==> src/rtl/gfx_pkg.sv <==
// Shared graphics constants and types for the framebuffer/scanout path.
// Source is 400x240, 2x upscaled to an 800x480 panel.
package gfx_pkg;

  localparam int SRC_W    = 400;
  localparam int SRC_H    = 240;
  localparam int DISP_W   = 800;
  localparam int DISP_H   = 480;
  localparam int ADDR_W   = 17;
  localparam int WR_SHARE = 4;
  localparam int LB_XW    = 9;

  typedef struct packed {
    logic [4:0] r;
    logic [4:0] g;
    logic [4:0] b;
    logic       a;
  } pixel_t;

  typedef enum logic [1:0] {
    ST_IDLE,
    ST_FETCH,
    ST_DRAIN
  } fetch_st_t;

endpackage

==> src/rtl/fb_fetch_engine.sv <==
// Line prefetch engine: walks one source line of the framebuffer
// into a line-buffer bank, yielding a writer slot every WR_SHARE reads.
module fb_fetch_engine
  import gfx_pkg::*;
#(
  parameter int SRC_W    = gfx_pkg::SRC_W,
  parameter int ADDR_W   = gfx_pkg::ADDR_W,
  parameter int WR_SHARE = gfx_pkg::WR_SHARE
) (
  input  logic              clk,
  input  logic              rst_n,
  input  logic              start,
  input  logic [ADDR_W-1:0] start_base,
  input  logic              start_bank,
  input  logic              wr_valid,
  output logic              busy,
  output logic              rd_en,
  output logic [ADDR_W-1:0] rd_idx,
  output logic              wr_ready,
  output logic              lb_we,
  output logic [LB_XW:0]    lb_waddr
);

  localparam int SHW = $clog2(WR_SHARE + 1);

  fetch_st_t         state, state_d;
  logic [LB_XW-1:0]  x, x_d;
  logic [ADDR_W-1:0] addr, addr_d;
  logic [SHW-1:0]    share, share_d;
  logic              bank, bank_d;
  logic              lb_we_q;
  logic [LB_XW:0]    lb_waddr_q;
  logic              slot_due;

  assign busy     = state != ST_IDLE;
  assign slot_due = share == SHW'(WR_SHARE);
  assign rd_idx   = addr;

  always_comb begin
    state_d  = state;
    x_d      = x;
    addr_d   = addr;
    share_d  = share;
    bank_d   = bank;
    rd_en    = 1'b0;
    wr_ready = 1'b0;
    unique case (state)
      ST_IDLE: wr_ready = wr_valid;
      ST_FETCH: begin
        if (slot_due && wr_valid) begin
          wr_ready = 1'b1;
          share_d  = '0;
        end else if (!start) begin
          rd_en   = 1'b1;
          addr_d  = addr + ADDR_W'(1);
          x_d     = x + LB_XW'(1);
          share_d = slot_due ? SHW'(1) : share + SHW'(1);
          if (x == LB_XW'(SRC_W - 1))
            state_d = ST_DRAIN;
        end
      end
      ST_DRAIN: state_d = ST_IDLE;
      default:  state_d = ST_IDLE;
    endcase
    // a restart always wins, even over an unfinished line
    if (start) begin
      state_d = ST_FETCH;
      x_d     = '0;
      addr_d  = start_base;
      share_d = '0;
      bank_d  = start_bank;
    end
  end

  always_ff @(posedge clk or negedge rst_n) begin
    if (!rst_n) begin
      state      <= ST_IDLE;
      x          <= '0;
      addr       <= '0;
      share      <= '0;
      bank       <= 1'b0;
      lb_we_q    <= 1'b0;
      lb_waddr_q <= '0;
    end else begin
      state      <= state_d;
      x          <= x_d;
      addr       <= addr_d;
      share      <= share_d;
      bank       <= bank_d;
      lb_we_q    <= rd_en;
      lb_waddr_q <= {bank, x};
    end
  end

  // data still in flight from an aborted line is discarded
  assign lb_we    = lb_we_q & ~(start & busy);
  assign lb_waddr = lb_waddr_q;

endmodule

==> src/rtl/fb_scanout_arbiter.sv <==
// Framebuffer port owner: shares the RAM between line prefetch and
// the pixel writer, and double-buffers frames with a front select.
module fb_scanout_arbiter
  import gfx_pkg::*;
#(
  parameter int SRC_W    = gfx_pkg::SRC_W,
  parameter int SRC_H    = gfx_pkg::SRC_H,
  parameter int ADDR_W   = gfx_pkg::ADDR_W,
  parameter int WR_SHARE = gfx_pkg::WR_SHARE
) (
  input  logic              clk_25mhz,
  input  logic              reset_n,
  input  logic              frame_start,
  input  logic              line_start,
  input  logic [10:0]       next_y,
  input  logic              wr_valid,
  output logic              wr_ready,
  input  logic [ADDR_W-1:0] wr_addr,
  input  logic [15:0]       wr_data,
  input  logic              swap_req,
  output logic              swap_done,
  output logic              front,
  output logic [ADDR_W:0]   mem_addr,
  output logic              mem_we,
  output logic [15:0]       mem_wdata,
  input  logic [15:0]       mem_rdata,
  output logic              lb_we,
  output logic [9:0]        lb_waddr,
  output logic [15:0]       lb_wdata,
  output logic              disp_bank,
  output logic              underrun
);

  logic              pend;
  logic [ADDR_W-1:0] nxt_base;
  logic [10:0]       y_next_src;
  logic              ls_even, ls_fetch;
  logic              start, start_bank, busy;
  logic [ADDR_W-1:0] start_base;
  logic              rd_en, eng_ready, xfer;
  logic [ADDR_W-1:0] rd_idx;

  assign y_next_src = {1'b0, next_y[10:1]} + 11'd1;
  assign ls_even    = line_start & ~frame_start & ~next_y[0]
                    & (next_y < 11'(2 * SRC_H));
  assign ls_fetch   = ls_even & (y_next_src < 11'(SRC_H));

  assign start      = frame_start | ls_fetch;
  assign start_base = frame_start ? '0 : nxt_base;
  assign start_bank = frame_start ? 1'b0 : disp_bank;

  fb_fetch_engine #(
    .SRC_W    (SRC_W),
    .ADDR_W   (ADDR_W),
    .WR_SHARE (WR_SHARE)
  ) u_fetch (
    .clk        (clk_25mhz),
    .rst_n      (reset_n),
    .start      (start),
    .start_base (start_base),
    .start_bank (start_bank),
    .wr_valid   (wr_valid),
    .busy       (busy),
    .rd_en      (rd_en),
    .rd_idx     (rd_idx),
    .wr_ready   (eng_ready),
    .lb_we      (lb_we),
    .lb_waddr   (lb_waddr)
  );

  assign wr_ready = reset_n & eng_ready;
  assign xfer     = wr_valid & wr_ready;
  assign lb_wdata = mem_rdata;

  always_comb begin
    mem_addr  = '0;
    mem_we    = 1'b0;
    mem_wdata = '0;
    unique case (1'b1)
      rd_en: mem_addr = {front, rd_idx};
      xfer: begin
        mem_we    = 1'b1;
        mem_addr  = {~front, wr_addr};
        mem_wdata = wr_data;
      end
      default: ;
    endcase
  end

  // row bases accumulate by SRC_W per fetched line
  always_ff @(posedge clk_25mhz or negedge reset_n) begin
    if (!reset_n) begin
      front     <= 1'b0;
      pend      <= 1'b0;
      swap_done <= 1'b0;
      disp_bank <= 1'b1;
      underrun  <= 1'b0;
      nxt_base  <= ADDR_W'(SRC_W);
    end else begin
      swap_done <= 1'b0;
      if (frame_start) begin
        if (pend | swap_req) begin
          front     <= ~front;
          swap_done <= 1'b1;
        end
        pend      <= 1'b0;
        disp_bank <= 1'b1;
        nxt_base  <= ADDR_W'(SRC_W);
      end else begin
        pend <= pend | swap_req;
        if (ls_even)
          disp_bank <= ~disp_bank;
        if (ls_fetch)
          nxt_base <= nxt_base + ADDR_W'(SRC_W);
      end
      if (start && busy)
        underrun <= 1'b1;
    end
  end

endmodule

==> config.mk <==
export PLATFORM = sky130hd
export DESIGN_NAME = fb_scanout_arbiter
export DESIGN_NICKNAME = d
export VERILOG_FILES = /design/src/rtl/gfx_pkg.sv /design/src/rtl/fb_fetch_engine.sv /design/src/rtl/fb_scanout_arbiter.sv
export SDC_FILE = /design/constraint.sdc
export NUM_CORES = 1
export LEC_CHECK = 0
export ABC_AREA = 0
export BUFFER_PORTS_ARGS = -buffer_cell sky130_fd_sc_hd__buf_2
export CORE_MARGIN = 5
export CORE_UTILIZATION = 40
export DETAILED_ROUTE_END_ITERATION = 6
export PLACE_DENSITY = 0.74
export SETUP_SLACK_MARGIN = 0.15
export SLEW_MARGIN = 20
export SYNTH_ARGS = -nofsm -noshare
export SYNTH_HDL_FRONTEND = slang
export SYNTH_HIERARCHICAL = 1
export SYNTH_SLANG_ARGS = --single-unit
==> constraint.sdc <==
create_clock -name clk_25mhz -period 6.1 [get_ports clk_25mhz]
set_input_delay 0.61 -clock clk_25mhz [delete_from_list [all_inputs] [get_ports clk_25mhz]]
set_output_delay 0.61 -clock clk_25mhz [all_outputs]
set_load 0.01 [all_outputs]
-- After elaboration in Yosys (flattened, before gate mapping)
Cells that the tools add are included.
- multiplexer cells: 31
- reductions and logical operators: 10
- bitwise operators: 15
- eq/ne operators: 7
- add/sub/neg operators: 5
- $lt $le $gt $ge: 2
- operators by type and width (operator ; count):
    $mux 17 ; 6
    $pmux 18 s2 ; 1
    $mux 9 ; 3
    $add 17x1->17 const B ; 1
    $add 17x9->17 const B ; 1
    $mux 16 ; 1
    $mux 3 ; 4
    $add 10x1->11 const B ; 1
    $lt 11x8->1 const B ; 1
    $lt 11x9->1 const B ; 1
    $mux 1 ; 11
    $add 9x1->9 const B ; 1
    $eq 9x9->1 const B ; 1
    $and 1x1->1 ; 8
    $reduce_bool 2->1 ; 4
    $mux 2 ; 3
    $not 1->1 ; 5
    $ne 2x2->1 const B ; 2
    $pmux 2 s2 ; 1
    $reduce_and 2->1 ; 2
    $add 3x1->3 const B ; 1
    $eq 3x3->1 const B ; 1
    $ne 3x2->1 const B ; 1
    $ne 3x3->1 const B ; 1
    6 further kinds ; 8
- output and inout bits: 67
- logic and storage cells: 83
- input bits: 66
- register bits after elaboration: 65

-- Logic depth before layout (Yosys ltp)
- word-level depth: 10
- mapped depth: 9
- gate-level depth less buffers: 7

-- By module
The synthesis kept the hierarchy.
- by module, submodules not included (module ; area each (um^2) ; seq. area each (um^2) ; instances ; cells each):
    fb_fetch_engine ; 2115.8 ; 1076.0 ; 1 ; 210
    fb_scanout_arbiter ; 1383.8 ; 455.4 ; 1 ; 152

-- Least setup slack after synthesis
Ideal clock, no wire load.
- path type: input port to output port
- start: input next_y[0]
- end: output mem_addr[0]
- buffers on the path: 4
- required time: 5.490 ns
- cell stages on the path: 9
- arrival time: 2.956 ns
- path slack: 2.534 ns
- cell sequence: or4b_4 -> a211o_1 -> nand2b_1 -> clkbuf_1 -> clkbuf_1 -> nor2_1 -> clkbuf_1 -> clkbuf_1 -> a22o_1
- word-level cells in the longest chain between the ends: 9
- elaborated cells between the ends (all ways): 10
- those cells by class: 1 x order compare; 4 x mux; 5 x bitwise
- ends and longest elaborated chain (element ; RTL line ; text):
    from (decl) ; fb_scanout_arbiter.sv:15 ; input logic [10:0] next_y,
    parallel branches: the longest is 2 deep, another holds $lt 11x9->1 ; - ;
    $and 1x1->1 (*) ; fb_scanout_arbiter.sv:45 ; & (next_y < 11'(2 * SRC_H));
    $and 1x1->1 (*) ; fb_scanout_arbiter.sv:46 ; assign ls_fetch = ls_even & (y_next_src < 11'(SRC_H));
    $or 1x1->1 (*) ; fb_scanout_arbiter.sv:48 ; assign start = frame_start | ls_fetch;
    named net start ; fb_scanout_arbiter.sv:38 ; logic start, start_bank, busy;
    $mux 1 (*) ; fb_fetch_engine.sv:53 ; end else if (!start) begin
    $mux 1 (*) ; fb_fetch_engine.sv:50 ; if (slot_due && wr_valid) begin
    $mux 1 (*) ; fb_fetch_engine.sv:47 ; unique case (state)
    named net rd_en ; fb_scanout_arbiter.sv:40 ; logic rd_en, eng_ready, xfer;
    $pmux 18 s2 (*) ; fb_scanout_arbiter.sv:79 ; unique case (1'b1)
    to (decl) ; fb_scanout_arbiter.sv:23 ; output logic [ADDR_W:0] mem_addr,
Mark *: on every way through the listed nets, which the timed path passes.

-- Final worst setup path
- start: input next_y[0]
- end: output mem_addr[17]
Same word-level chain as after synthesis.

==> run_results.csv <==
group,metric,value,unit
run_status,status,"finished, final reports clean",
cts,worstSkewPairLatency,340,ps
synth,synth_top_area_share,40.8,%
drt,viasPerCell,5.36,
placement,portBuffers,100,
placement,place_area,0.00398,mm2
synth,synth-xor-area-share,4.25,%
layout,n_antenna_cell,0,
synth,syn_area,0.00350,mm2
synth,synth_top_family_by_area,"simple AND/OR/NAND/NOR gates",
sta,tightestPinTransition,780,ps
cts,htreeDepth,3,
cts,hold_buffers,0,
cts,cts_setup_buffers,0,
sta,setup_tns,0,ps
layout,design_area,0.00420,mm2
sta,skew,10.4,ps
layout,area_growth,20.0,%
sta,setup-violations-final,0,
synth,synthMuxAreaShare,4.33,%
die,core_area,0.00864,mm2
pwr,finalPower,0.000990,W
sta,maxSlewViolCount,0,
synth,synthAdderAreaFrac,1.79,%
layout,fillers,830,
die,initial_utilization,40.5,%
drt,wire_per_inst,15.8,um
die,dieArea,0.0107,mm2
synth,synth_common_cells,"dfrtp_1, nor2_1, nand2_1, and2_1, a22o_1",
critical_path,crit_required,5490,ps
die,die_w,104,um
synth,synth-compound-area-share,13.7,%
global_route,track_usage,16.4,%
die,die_y,104,um
run,maxCapViolations,0,
drt,ant_nets,0,
pwr,peakVddDrop,0.000111,V
global_route,grt_overflow,0,
cts,cts_resized,0,
placement,gp_congestion,0.781,
layout,drive_above_1_share,31.0,%
drt,first_pass_iters,4,
critical_path,crit_path_max_incr_delay,560,ps
sta,slew_headroom,48.0,%
synth,synthFlopType,"dfrtp_1",
drt,route.final.wire_length,8.81,mm
critical_path,worst_ep_arrival_time,2810,ps
drt,dr_wl_met3,491,um
pwr,power.switching,0.000268,W
pwr,intPower,0.000722,W
pwr,p_leak,1.97,nW
global_route,grt_pass1_vias,3026,
synth,synth.most_common_cell,"dfrtp_1",
synth,ys_warn_count,6,
pwr,combPwrFrac,13.2,%
drt,wirelength_met1,3.76,mm
cts,clk_path_buf_depth,2,
global_route,grt_pass1_wl,14.8,mm
pwr,clkPwrFrac,40.6,%
synth,yosysSeqAreaShare,43.8,%
pwr,power_density,236,mW/mm2
global_route,grt_max_degree,63,
critical_path,critical_path_class,"input port to primary output",
synth,synth.area.top_cells,"dfrtp_1, a22o_1, buf_4",
synth,synth_cell_types,52,
layout,nets,517,
cts,numCtsBuffers,9,
sta,final.period_utilization,56.0,%
pwr,seq_power_share,46.2,%
critical_path,start_kind,"input port",
drt,drcViolationCount,0,
placement,preCtsSetupSlack,2680,ps
global_route,grt_antenna_before_repair,0,
synth,synth-simple-area-share,25.6,%
die,num_io_pins,133,
sta,rsz0062_at_grt,"no",
sta,period_needed,3420,ps
drt,drt_iter0_drc,243,
critical_path,path_cells,"buf_2 > or4b_4 > a211o_1 > nand2b_1 > buf_4 > nor2_1 > buf_4 > mux2_2 > buf_2",
drt,dr_total_vias,2999,
placement,place_hpwl,6.52,mm
critical_path,cp_max_fo,42,
synth,synth_top_cell_by_area,"dfrtp_1",
cts,cts_tree,"yes",
min_path,hold_class,"flop to flop",
sta,setup_slack,2680,ps
drt,wl_met2,4.41,mm
sta,fmax,0.293,GHz
critical_path,worstSetupEndpointType,"primary output",
sta,finalHoldViolCount,0,
synth,synth_edf_count,0,
synth,async_flop_share,100,%
critical_path,slowest_stage,"or4b_4",
cts,cts-root-buf,"clkbuf_8",
drt,routed.top_layer,"met4",
synth,synthCells,362,
pwr,switching_share,27.1,%
synth,synth_seq_cells,61,
cts,cts.clk_slew.worst_paths,70,ps
synth,avgSynthCellArea,9.67,um2
die,rows,34,
cts,numClockSinks,61,
[routing by layer]
layer / vias up / global-route usage [%]
met1: 1446 / 20.5
met2: 90 / 27.6
met5: - / 0
li1: 1441 / -
met3: 22 / 4.17
met4: 0 / 5.62
[power groups by stage]
stage / registers (W) / logic [W] / clock network (W)
CTS: 0.000457 / 0.000132 / 0.000409
global route: 0.000462 / 0.000146 / 0.000431
detailed placement: 0.000465 / 0.000131 / 0
floorplan: 0.000460 / 0.0000848 / 0
global placement: 0.000464 / 0.000127 / 0
finish: 0.000458 / 0.000131 / 0.000402
[critical path: cells and delay by family]
kind / cells / cell delay [ps]
buf+inv: 4 / 810
simple gates: 3 / 760
compound gates: 1 / 350
mux: 1 / 270
[flip-flops by register name (all words and copies together) (netlist names), 2 cells and up]
register	count
u_fetch/lb_waddr	10
u_fetch/x	9
u_fetch/state	2
u_fetch/share	3
nxt_base	13
u_fetch/rd_idx	17
[final timing paths]
kind,end,slack [ps],cells after the start,from
max in group asynchronous,u_fetch/x[5],5080,2,reset_n
min in group asynchronous,nxt_base[12],500,2,reset_n
hold / removal,u_fetch/lb_waddr[9],380,0,u_fetch/bank
setup reg to reg,u_fetch/rd_idx[14],4060,6,u_fetch/share[0]
hold reg to reg,u_fetch/lb_waddr[9],380,0,u_fetch/bank
setup / recovery,mem_addr[17],2680,9,next_y[0]
[metrics by stage]
stage                     cells  hold slack (ps)  util, %
after floorplan             365              314        -
after global placement      543              372     46.0
after detailed placement    543              369     46.0
after CTS                   559              386     48.6
after global routing        559              397     48.6
final                       559              380     48.6
[cell type report]
| cell class | instances | area (um2) | share of cell area, % |
|---|---|---|---|
| multi-input combinational | 262 | 1750 | 41.8 |
| tap | 108 | 135 | 3.22 |
| sequential | 61 | 1530 | 36.5 |
| timing repair buffer | 103 | 523 | 12.5 |
| clock inverter | 6 | 95.1 | 2.26 |
| clock buffer | 10 | 128 | 3.04 |
| inverter | 9 | 33.8 | 0.804 |
[logic make-up (layout without fill, tap and decap cells)]
kind of cell / Yosys count / in the layout
and+or+nand+nor: 155 / 155
AOI/OAI and AO/OA: 67 / 67
DFF: 61 / 61
buffers and inverters: 42 / 128
xor gates and xnor gates: 17 / 17
muxes: 14 / 14
adders and majority gates: 5 / 5
other: 1 / 4
[placed cells by master (no fill, tap or decap), types with 7 or more instances in the layout]
master / n
dfrtp_1: 57
buf_2: 100
mux2_2: 7
inv_1: 9
xor2_1: 7
xnor2_1: 10
nand2_1: 21
nand4_1: 7
clkbuf_8: 9
a21oi_1: 9
nand3_1: 15
nor2b_1: 13
a22o_1: 17
a31oi_1: 8
nor2_1: 29
and2_1: 18
o21ai_0: 13
Power figures use the tool's default switching activity.
